`src/rtl/pcie_msi_irq_pkg.sv`:
```
// pcie_msi_irq_pkg: shared state type and constants for the MSI interrupt block
package pcie_msi_irq_pkg;
    localparam int MSI_VEC_W = 32;
    localparam int MMEN_MAX = 5;
    typedef enum logic [1:0] {IDLE, ISSUE, WAIT, BACKOFF} state_t;
endpackage

```
`src/rtl/pcie_msi_irq_rr_arbiter.sv`:
```
// rr_arbiter: picks the first set request at or after ptr, wrapping around
module rr_arbiter #(
    parameter int N = 32,
    parameter int IW = N > 1 ? $clog2(N) : 1
) (
    input  logic [N-1:0]  req,
    input  logic [IW-1:0] ptr,
    output logic [IW-1:0] gnt_idx,
    output logic          gnt_vld
);
    int s;
    logic [IW-1:0] j;
    always_comb begin
        gnt_idx = '0;
        gnt_vld = 1'b0;
        s = 0;
        j = '0;
        for (int i = N - 1; i >= 0; i--) begin
            s = int'(ptr) + i;
            j = IW'(s >= N ? s - N : s);
            if (req[j]) begin
                gnt_idx = j;
                gnt_vld = 1'b1;
            end
        end
    end
endmodule

```
`src/rtl/pcie_msi_irq.sv`:
```
// pcie_msi_irq: edge-triggered IRQ inputs to one-hot MSI strobes with retry/backoff.
// Define PCIE_MSI_IRQ_STATS_EN to add saturating sent/fail counters.
module pcie_msi_irq
    import pcie_msi_irq_pkg::*;
#(
    parameter int IRQ_COUNT = 32,
    parameter int WAIT_TIMEOUT = 1024,
    parameter int BACKOFF_CYCLES = 16
) (
    input  logic                 clk,
    input  logic                 rstn,
    input  logic [IRQ_COUNT-1:0] irq_req,
    input  logic [3:0]           cfg_interrupt_msi_enable,
    input  logic [11:0]          cfg_interrupt_msi_mmenable,
    output logic [31:0]          cfg_interrupt_msi_int,
    input  logic                 cfg_interrupt_msi_sent,
    input  logic                 cfg_interrupt_msi_fail,
    output logic [3:0]           cfg_interrupt_msi_select,
    output logic [3:0]           cfg_interrupt_msi_function_number,
    output logic [2:0]           cfg_interrupt_msi_attr,
    output logic                 cfg_interrupt_msi_tph_present,
    output logic [1:0]           cfg_interrupt_msi_tph_type,
    output logic [8:0]           cfg_interrupt_msi_tph_st_tag,
    output logic [31:0]          cfg_interrupt_msi_pending_status,
    output logic                 cfg_interrupt_msi_pending_status_data_enable,
    output logic [3:0]           cfg_interrupt_msi_pending_status_function_num,
`ifdef PCIE_MSI_IRQ_STATS_EN
    output logic [31:0]          stat_sent_cnt,
    output logic [31:0]          stat_fail_cnt,
`endif
    output logic [IRQ_COUNT-1:0] irq_pending,
    output logic                 irq_busy
);
    localparam int IW = IRQ_COUNT > 1 ? $clog2(IRQ_COUNT) : 1;
    localparam int CMAX = WAIT_TIMEOUT > BACKOFF_CYCLES ? WAIT_TIMEOUT : BACKOFF_CYCLES;
    localparam int CW = $clog2(CMAX + 1);

    state_t state, state_nxt;
    logic [IRQ_COUNT-1:0] irq_req_q, pending, edges, clr, rearm;
    logic [IW-1:0] ptr, gnt_idx, idx_q;
    logic gnt_vld, take, sent_ok, fail_ev, timeout, bo_done;
    logic [4:0] vec_q, mask;
    logic [2:0] mm;
    logic [CW-1:0] cnt;
    logic unused_cfg;

    assign unused_cfg = ^{cfg_interrupt_msi_enable[3:1], cfg_interrupt_msi_mmenable[11:3]};
    assign edges = irq_req & ~irq_req_q;
    assign mm = cfg_interrupt_msi_mmenable[2:0] > 3'(MMEN_MAX) ? 3'(MMEN_MAX) : cfg_interrupt_msi_mmenable[2:0];
    assign mask = 5'((6'd1 << mm) - 6'd1);
    assign take = state == IDLE && cfg_interrupt_msi_enable[0] && gnt_vld;
    assign timeout = cnt == CW'(WAIT_TIMEOUT - 1);
    assign bo_done = cnt == CW'(BACKOFF_CYCLES - 1);
    // fail beats sent; a sent arriving in the last timeout cycle still counts
    assign fail_ev = state == WAIT && (cfg_interrupt_msi_fail || (timeout && !cfg_interrupt_msi_sent));
    assign sent_ok = state == WAIT && cfg_interrupt_msi_sent && !cfg_interrupt_msi_fail;
    assign clr = take ? IRQ_COUNT'(1) << gnt_idx : '0;
    assign rearm = fail_ev ? IRQ_COUNT'(1) << idx_q : '0;

    rr_arbiter #(.N(IRQ_COUNT), .IW(IW)) u_arb (
        .req(pending),
        .ptr(ptr),
        .gnt_idx(gnt_idx),
        .gnt_vld(gnt_vld)
    );

    always_ff @(posedge clk or negedge rstn)
        if (!rstn) state <= IDLE;
        else state <= state_nxt;

    always_comb begin
        state_nxt = state == IDLE ? (take ? ISSUE : IDLE) :
                    state == ISSUE ? WAIT :
                    state == WAIT ? (fail_ev ? BACKOFF : sent_ok ? IDLE : WAIT) :
                    (bo_done ? IDLE : BACKOFF);
    end

    always_comb begin
        cfg_interrupt_msi_int = state == ISSUE ? MSI_VEC_W'(1) << vec_q : '0;
        irq_busy = state != IDLE;
    end

    always_ff @(posedge clk or negedge rstn)
        if (!rstn) begin
            irq_req_q <= '0;
            pending <= '0;
            ptr <= '0;
            idx_q <= '0;
            vec_q <= '0;
            cnt <= '0;
        end else begin
            irq_req_q <= irq_req;
            pending <= (pending & ~clr) | rearm | edges;
            cnt <= (state == IDLE || state_nxt != state) ? '0 : cnt + 1'b1;
            if (take) begin
                idx_q <= gnt_idx;
                vec_q <= 5'(gnt_idx) & mask;
            end
            if (sent_ok) ptr <= idx_q == IW'(IRQ_COUNT - 1) ? '0 : idx_q + 1'b1;
        end

`ifdef PCIE_MSI_IRQ_STATS_EN
    always_ff @(posedge clk or negedge rstn)
        if (!rstn) begin
            stat_sent_cnt <= '0;
            stat_fail_cnt <= '0;
        end else begin
            if (sent_ok && ~&stat_sent_cnt) stat_sent_cnt <= stat_sent_cnt + 1'b1;
            if (fail_ev && ~&stat_fail_cnt) stat_fail_cnt <= stat_fail_cnt + 1'b1;
        end
`endif

    assign irq_pending = pending;
    assign cfg_interrupt_msi_select = '0;
    assign cfg_interrupt_msi_function_number = '0;
    assign cfg_interrupt_msi_attr = '0;
    assign cfg_interrupt_msi_tph_present = 1'b0;
    assign cfg_interrupt_msi_tph_type = '0;
    assign cfg_interrupt_msi_tph_st_tag = '0;
    assign cfg_interrupt_msi_pending_status = '0;
    assign cfg_interrupt_msi_pending_status_data_enable = 1'b0;
    assign cfg_interrupt_msi_pending_status_function_num = '0;
endmodule

```
`config.mk`:
```
export PLATFORM = sky130hd
export DESIGN_NAME = pcie_msi_irq
export DESIGN_NICKNAME = d
export VERILOG_FILES = /design/src/rtl/pcie_msi_irq_pkg.sv /design/src/rtl/pcie_msi_irq_rr_arbiter.sv /design/src/rtl/pcie_msi_irq.sv
export SDC_FILE = /design/constraint.sdc
export NUM_CORES = 1
export LEC_CHECK = 0
export CAP_MARGIN = 20
export CORE_MARGIN = 2
export CORE_UTILIZATION = 45
export CTS_CLUSTER_DIAMETER = 40
export DETAILED_ROUTE_END_ITERATION = 10
export GPL_TIMING_DRIVEN = 1
export PLACE_DENSITY = 0.7
export SKIP_CTS_REPAIR_TIMING = 1
export SLEW_MARGIN = 20
export SYNTH_ARGS = -nofsm -noshare
export SYNTH_HDL_FRONTEND = slang
export SYNTH_SLANG_ARGS = --single-unit
```
`constraint.sdc`:
```
create_clock -name clk -period 14.36 [get_ports clk]
set_clock_uncertainty 0.15 [all_clocks]
set_input_delay 2.154 -clock clk [delete_from_list [all_inputs] [get_ports clk]]
set_output_delay 2.154 -clock clk [all_outputs]
set_load 0.01 [all_outputs]
```
* Word-level counts from Yosys, hierarchy flattened
Cells that the tools add are included.
Word-level totals: bits in registers 92, word-level logic and storage cells 340, input port bits 52
Operators by class: reduce and logical (&&, ||, !) cells 12, order comparisons 65, equal/unequal tests 6, add/sub/neg operators 66, shifts and indexed selects 4, mux-type cells 173, bitwise operators 7
Operators with widths (number):
- $mux 5 | 65
- $lt 5x6->1 const B | 32
- $ge 6x6->1 const B | 31
- $sub 5x1->5 const B | 33
- $bmux 1 s5 | 32
- $add 5x5->6 const B | 16
- $mux 32 | 3
- $shl 1x5->32 const A | 3
- $mux 1 | 65
- $and 32x32->32 | 2
- $not 32->32 | 2
- $or 32x32->32 | 2
- $add 5x4->6 const B | 8
- $add 5x3->6 const B | 4
- $add 5x2->6 const B | 2
- $mux 2 | 6
- $add 11x1->11 const B | 1
- $eq 11x10->1 const B | 1
- $eq 11x4->1 const B | 1
- $mux 11 | 1
- $add 5x1->6 const B | 1
- $ge 5x6->1 const B | 1
- $logic_and 1x1->1 | 6
- $add 5x1->5 const B | 1
- other kinds (12) | 14

* Depth between registers and ports, before layout
word-level depth 43, gate-level depth with buffers 25

* Modules after synthesis
A second synthesis with hierarchy kept.
Second synthesis, totals: cells, all modules 1117, area total of the unflattened synthesis 9945.8 um2
Modules (own cells, without submodules):
- rr_arbiter | area each 5450.2 um2, sequential area each 0.0 um2, instances 1, cells each 664
- pcie_msi_irq | area each 4495.6 um2, sequential area each 2302.2 um2, instances 1, cells each 453

* Worst setup path before layout
No wires, ideal clock.
path kind flip-flop to flip-flop, start reg ptr[0], end reg pending[23], in the netlist irq_pending[23], clock period less this slack 5.677 ns, setup slack 8.683 ns, setup time 0.126 ns, arrival time 5.401 ns, cell stages (with the launch flop) 23, cells stage by stage dfrtp_1 > buf_6 > buf_6 > inv_4 > buf_6 > buf_2 > clkbuf_1 > ha_1 > buf_2 > buf_6 > clkbuf_1 > mux4_2 > mux2i_4 > o22ai_1 > or2_1 > clkbuf_2 > or3_1 > a2111oi_2 > o311a_1 > o311ai_2 > a31oi_4 > or3b_1 > o32a_1
Between the ends: cells in the longest elaborated chain, start to end 43, elaborated cells on any way between the ends 262, classes of those cells 63 x add/sub; 32 x order compare; 1 x shift; 161 x mux; 4 x bitwise; 1 x reduce/logical
RTL lines:
- from (decl) | line pcie_msi_irq.sv:40 | logic [IW-1:0] ptr, gnt_idx, idx_q;
- from (signal assigned) | line pcie_msi_irq.sv:99 | if (sent_ok) ptr <= idx_q == IW'(IRQ_COUNT - 1) ? '0 : idx_q + 1'b1;
- $add 5x5->6 | line pcie_msi_irq_rr_arbiter.sv:19 | s = int'(ptr) + i;
- $sub 5x1->5 or $ge 6x6->1 (tied branches) | line pcie_msi_irq_rr_arbiter.sv:20 | j = IW'(s >= N ? s - N : s);
- $mux 5 | line pcie_msi_irq_rr_arbiter.sv:20
- $bmux 1 s5 | line pcie_msi_irq_rr_arbiter.sv:21 | if (req[j]) begin
- $mux 1 (implied by the code) | line pcie_msi_irq_rr_arbiter.sv:21
- $mux 5 or $mux 1 (tied branches) (32 in series) | line pcie_msi_irq_rr_arbiter.sv:21
- $shl 1x5->32 or $logic_and 1x1->1 (tied branches) | line pcie_msi_irq.sv:57, pcie_msi_irq.sv:51
- $mux 32 (*) | line pcie_msi_irq.sv:57 | assign clr = take ? IRQ_COUNT'(1) << gnt_idx : '0;
- $not 32->32 (*) | line pcie_msi_irq.sv:93 | pending <= (pending & ~clr) | rearm | edges;
- $and 32x32->32 (*) | line pcie_msi_irq.sv:93
- $or 32x32->32 (*) (2 in series) | line pcie_msi_irq.sv:93
- to (signal assigned) | line pcie_msi_irq.sv:93
- to (decl) | line pcie_msi_irq.sv:39 | logic [IRQ_COUNT-1:0] irq_req_q, pending, edges, clr, rearm;
Mark *: on every way between the ends. The rest lies on a longest branch, timed or not. The select of a mux whose other input is x is not followed. A chain may end at the register's enable or synchronous reset.

* Final worst setup path
start reg ptr[0], end reg pending[6], in the netlist irq_pending[6]
Same word-level chain as after synthesis.

==> results.toml <==
[sta]
worst_hold_slack_ns = 0.3075
rsz0062_at_grt = "false"
tns_ns = 0
period_share = 0.5096
slew_headroom = 0.2970
finalCriticalPeriod_ns = 7.318
hold_viol_final = 0
setup_violations = 0
fmax_mhz = 136.6
worst_slew_pin_slew_ns = 1.047
slew_viol_final = 0

[critical_path]
cp-start-kind = "flop"
arrival_ns = 7.40
worstSetupPathType = "reg2reg"
required_ns = 14.44
crit_fanout = 49
crit_path_end_kind = "flop"

[synthesis]
synth_enable_flop_cells = 0
synth-main-ff-cell = "dfrtp_1"
synth_top_area_share = 0.2060
synthesis.area_um2 = 11180
yosys.area.top_type = "dfrtp_1"
synth.avg_cell_area_um2 = 8.948
postSynthCellCount = 1249
synthTopCellsByArea = "dfrtp_1 21%, mux4_2 12%, mux2_2 7.1%, mux2i_1 6.4%, nor2_1 4.2%"
ys_seq_area_frac = 0.2060
synth_cell_type_count = 95
ys_seq_elements = 92
async_flop_share = 1.000
synth_common_cells = "125 x nor2_1, 92 x dfrtp_1, 87 x nand2_1"
yosysMostFrequentCell = "nor2_1"
ys_warn_count = 0

[clock_network]
cts.sinks = 92
path_clk_slew_ns = 0.08
insertion_delay_ns = 0.35
cts_tree = "done"
cts_buffers = 9
cts_max_path_buffers = 2
cts-htree-levels = 3
cts-root-buf = "clkbuf_16"

[grt]
grt_max_degree = 58
first_global_vias = 10095
grt_util_met1 = 0.4159
grt_usage = 0.3090
antenna_found_initial = 0
grt.overflow.total = 0
top_usage_layer = "met2"
grt_pass1_wl_um = 61780
grt_use_met3 = 0.04905
met2_usage = 0.4990

[route]
drt_iter0_drc = 1186
num_vias = 10628
drc = 0
postRouteAntennaNets = 0
vias_per_cell = 6.437
wirelength_um = 41010
drt-pass1-iter-count = 6
avgRoutedWirePerCell_um = 24.84

[cells_and_area]
area_delta_synth_final_pct = 12.15
diodes = 0
layout-drive-gt1-share = 0.1680
nets = 1396
final_cells = 1651
nFillCells = 2302

[placement]
place_hpwl_um = 31310
dp.cells = 1635
gp_congestion = 1.039
port_buffers = 104

[floorplanning]
die_y_um = 161.6
io_pins = 177
start_util = 0.4595
core_um2 = 24320
fp.dieArea_um2 = 26110
die_w_um = 161.6
rows = 57

[power]
p_switching_mw = 1.636
p_leak_nw = 4.564
powerDensity_nw_per_um2 = 227.6
p_clk_frac = 0.084
pwr-share-seq = 0.135
peakVddDrop_mv = 0.1092
swShare = 0.5736
internal_power_mw = 1.216
power_frac_comb = 0.781
power_mw = 2.853

[run]
drv_cap = 0

[run_status]
status = "finished, final reports clean"

[min_path]
hold_class = "reg2reg"
per-stage QoR:
step | utilization | cell area [um2] | setup WS (ns)
6_report | 0.5154 | 12530 | 7.042
5_1_grt | 0.5154 | 12530 | 6.663
4_1_cts | 0.5154 | 12530 | 7.234
3_5_place_dp | 0.5028 | 12230 | 7.246
3_3_place_gp | 0.5028 | 12230 | 7.281
2_1_floorplan | - | 11400 | 8.683
critical path, cell delays in order (launching register included):
cell and delay, ns:
dfrtp_2 0.34, buf_4 0.58, inv_4 0.40, ha_2 0.73
buf_4 0.50, mux4_2 0.50, mux2i_1 0.39, mux2i_1 0.28
mux2i_2 0.56, o221a_2 0.32, o2111ai_1 0.12, a2111oi_0 0.58
o21ai_0 0.29, a21o_1 0.25, a31oi_2 0.16, buf_4 0.33
inv_2 0.22, o32a_1 0.40
power by group through the flow:
stage	logic, mW	clock network [mW]	registers, mW
after floorplan	1.60	0	0.346
after global placement	2.15	0	0.385
after detailed placement	2.16	0	0.387
after CTS	2.16	0.243	0.383
after global routing	2.34	0.254	0.394
final	2.23	0.241	0.385
final timing paths:
path                       startpoint             end  slack [ns]  cells after the start
hold / removal                 cnt[0]          cnt[0]        0.31                      1
setup reg to reg               ptr[0]  irq_pending[6]        7.04                     17
hold reg to reg                cnt[0]          cnt[0]        0.31                      1
max in group asynchronous        rstn  irq_pending[2]       11.39                      2
setup / recovery               ptr[0]  irq_pending[6]        7.04                     17
min in group asynchronous        rstn         cnt[10]        1.59                      1
placed cells by master (no fill, tap or decap), types with 6 or more instances in the layout:
| cell type | netlist | routed |
|---|---|---|
| nand3b_1 | 7 | 7 |
| nor2b_1 | 12 | 12 |
| or2_2 | 6 | 6 |
| nor2_1 | 125 | 125 |
| mux4_2 | 62 | 62 |
| ha_1 | 22 | 21 |
| and2_1 | 6 | 6 |
| conb_1 | 1 | 60 |
| o32a_1 | 10 | 10 |
| inv_1 | 57 | 57 |
| clkbuf_16 | 0 | 9 |
| or3_1 | 26 | 26 |
| clkdlybuf4s50_1 | 0 | 103 |
| xnor2_1 | 21 | 21 |
| nand2_1 | 87 | 87 |
| nand2b_1 | 9 | 9 |
| o22a_1 | 6 | 6 |
| a211oi_1 | 15 | 15 |
| nand4_1 | 7 | 7 |
| a22oi_1 | 8 | 8 |
| mux2_2 | 70 | 70 |
| o21ai_0 | 48 | 47 |
| nor4_1 | 6 | 6 |
| buf_4 | 62 | 26 |
| a31oi_1 | 21 | 21 |
| o22ai_1 | 39 | 39 |
| nand3_1 | 39 | 39 |
| dfrtp_1 | 92 | 88 |
| nor3_1 | 25 | 25 |
| and3_1 | 11 | 11 |
| a21boi_0 | 6 | 6 |
| a21oi_1 | 47 | 47 |
| mux2i_1 | 71 | 71 |
| a2bb2oi_1 | 6 | 6 |
| xor2_1 | 13 | 13 |
| o211ai_1 | 18 | 18 |
| o31ai_1 | 8 | 8 |
registers in the layout, summed over array words and instances, names as in the netlist:
signal       flops
irq_pending     32
irq_req_q       32
cnt             11
idx_q            5
ptr              5
vec_q            5
state            2
layer usage:
metal	routed length, um	part of all wire
met1	16770	0.41
met2	18890	0.46
met3	3629	0.088
met4	1721	0.042
met5	0	0
cell families (layout without fill, tap and decap cells):
kind of cell             after synthesis  count (layout)  share of synthesized area
XOR/XNOR                              40              40                    0.03538
AND/OR/NAND/NOR                      383             383                     0.1649
AO/OA/AOI/OAI                        309             309                     0.1970
buffers and inverters                187             206                    0.09315
other                                  1              60                  0.0003355
adder cells (fa/ha/maj)               22              22                    0.02463
flip-flops                            92              92                     0.2060
multiplexers                         215             215                     0.2785
final cells by class:
type	instances	area, um2	share of cell area
clock inverter	7	81.33	0.006489
clock buffer	9	225.2	0.01797
multi-input combinational	1029	8056	0.6428
sequential	92	2307	0.1841
timing repair buffer	129	1226	0.09783
inverter	61	231.5	0.01847
tap	324	405.4	0.03234
Note: power is estimated with default switching activity, not from simulation.
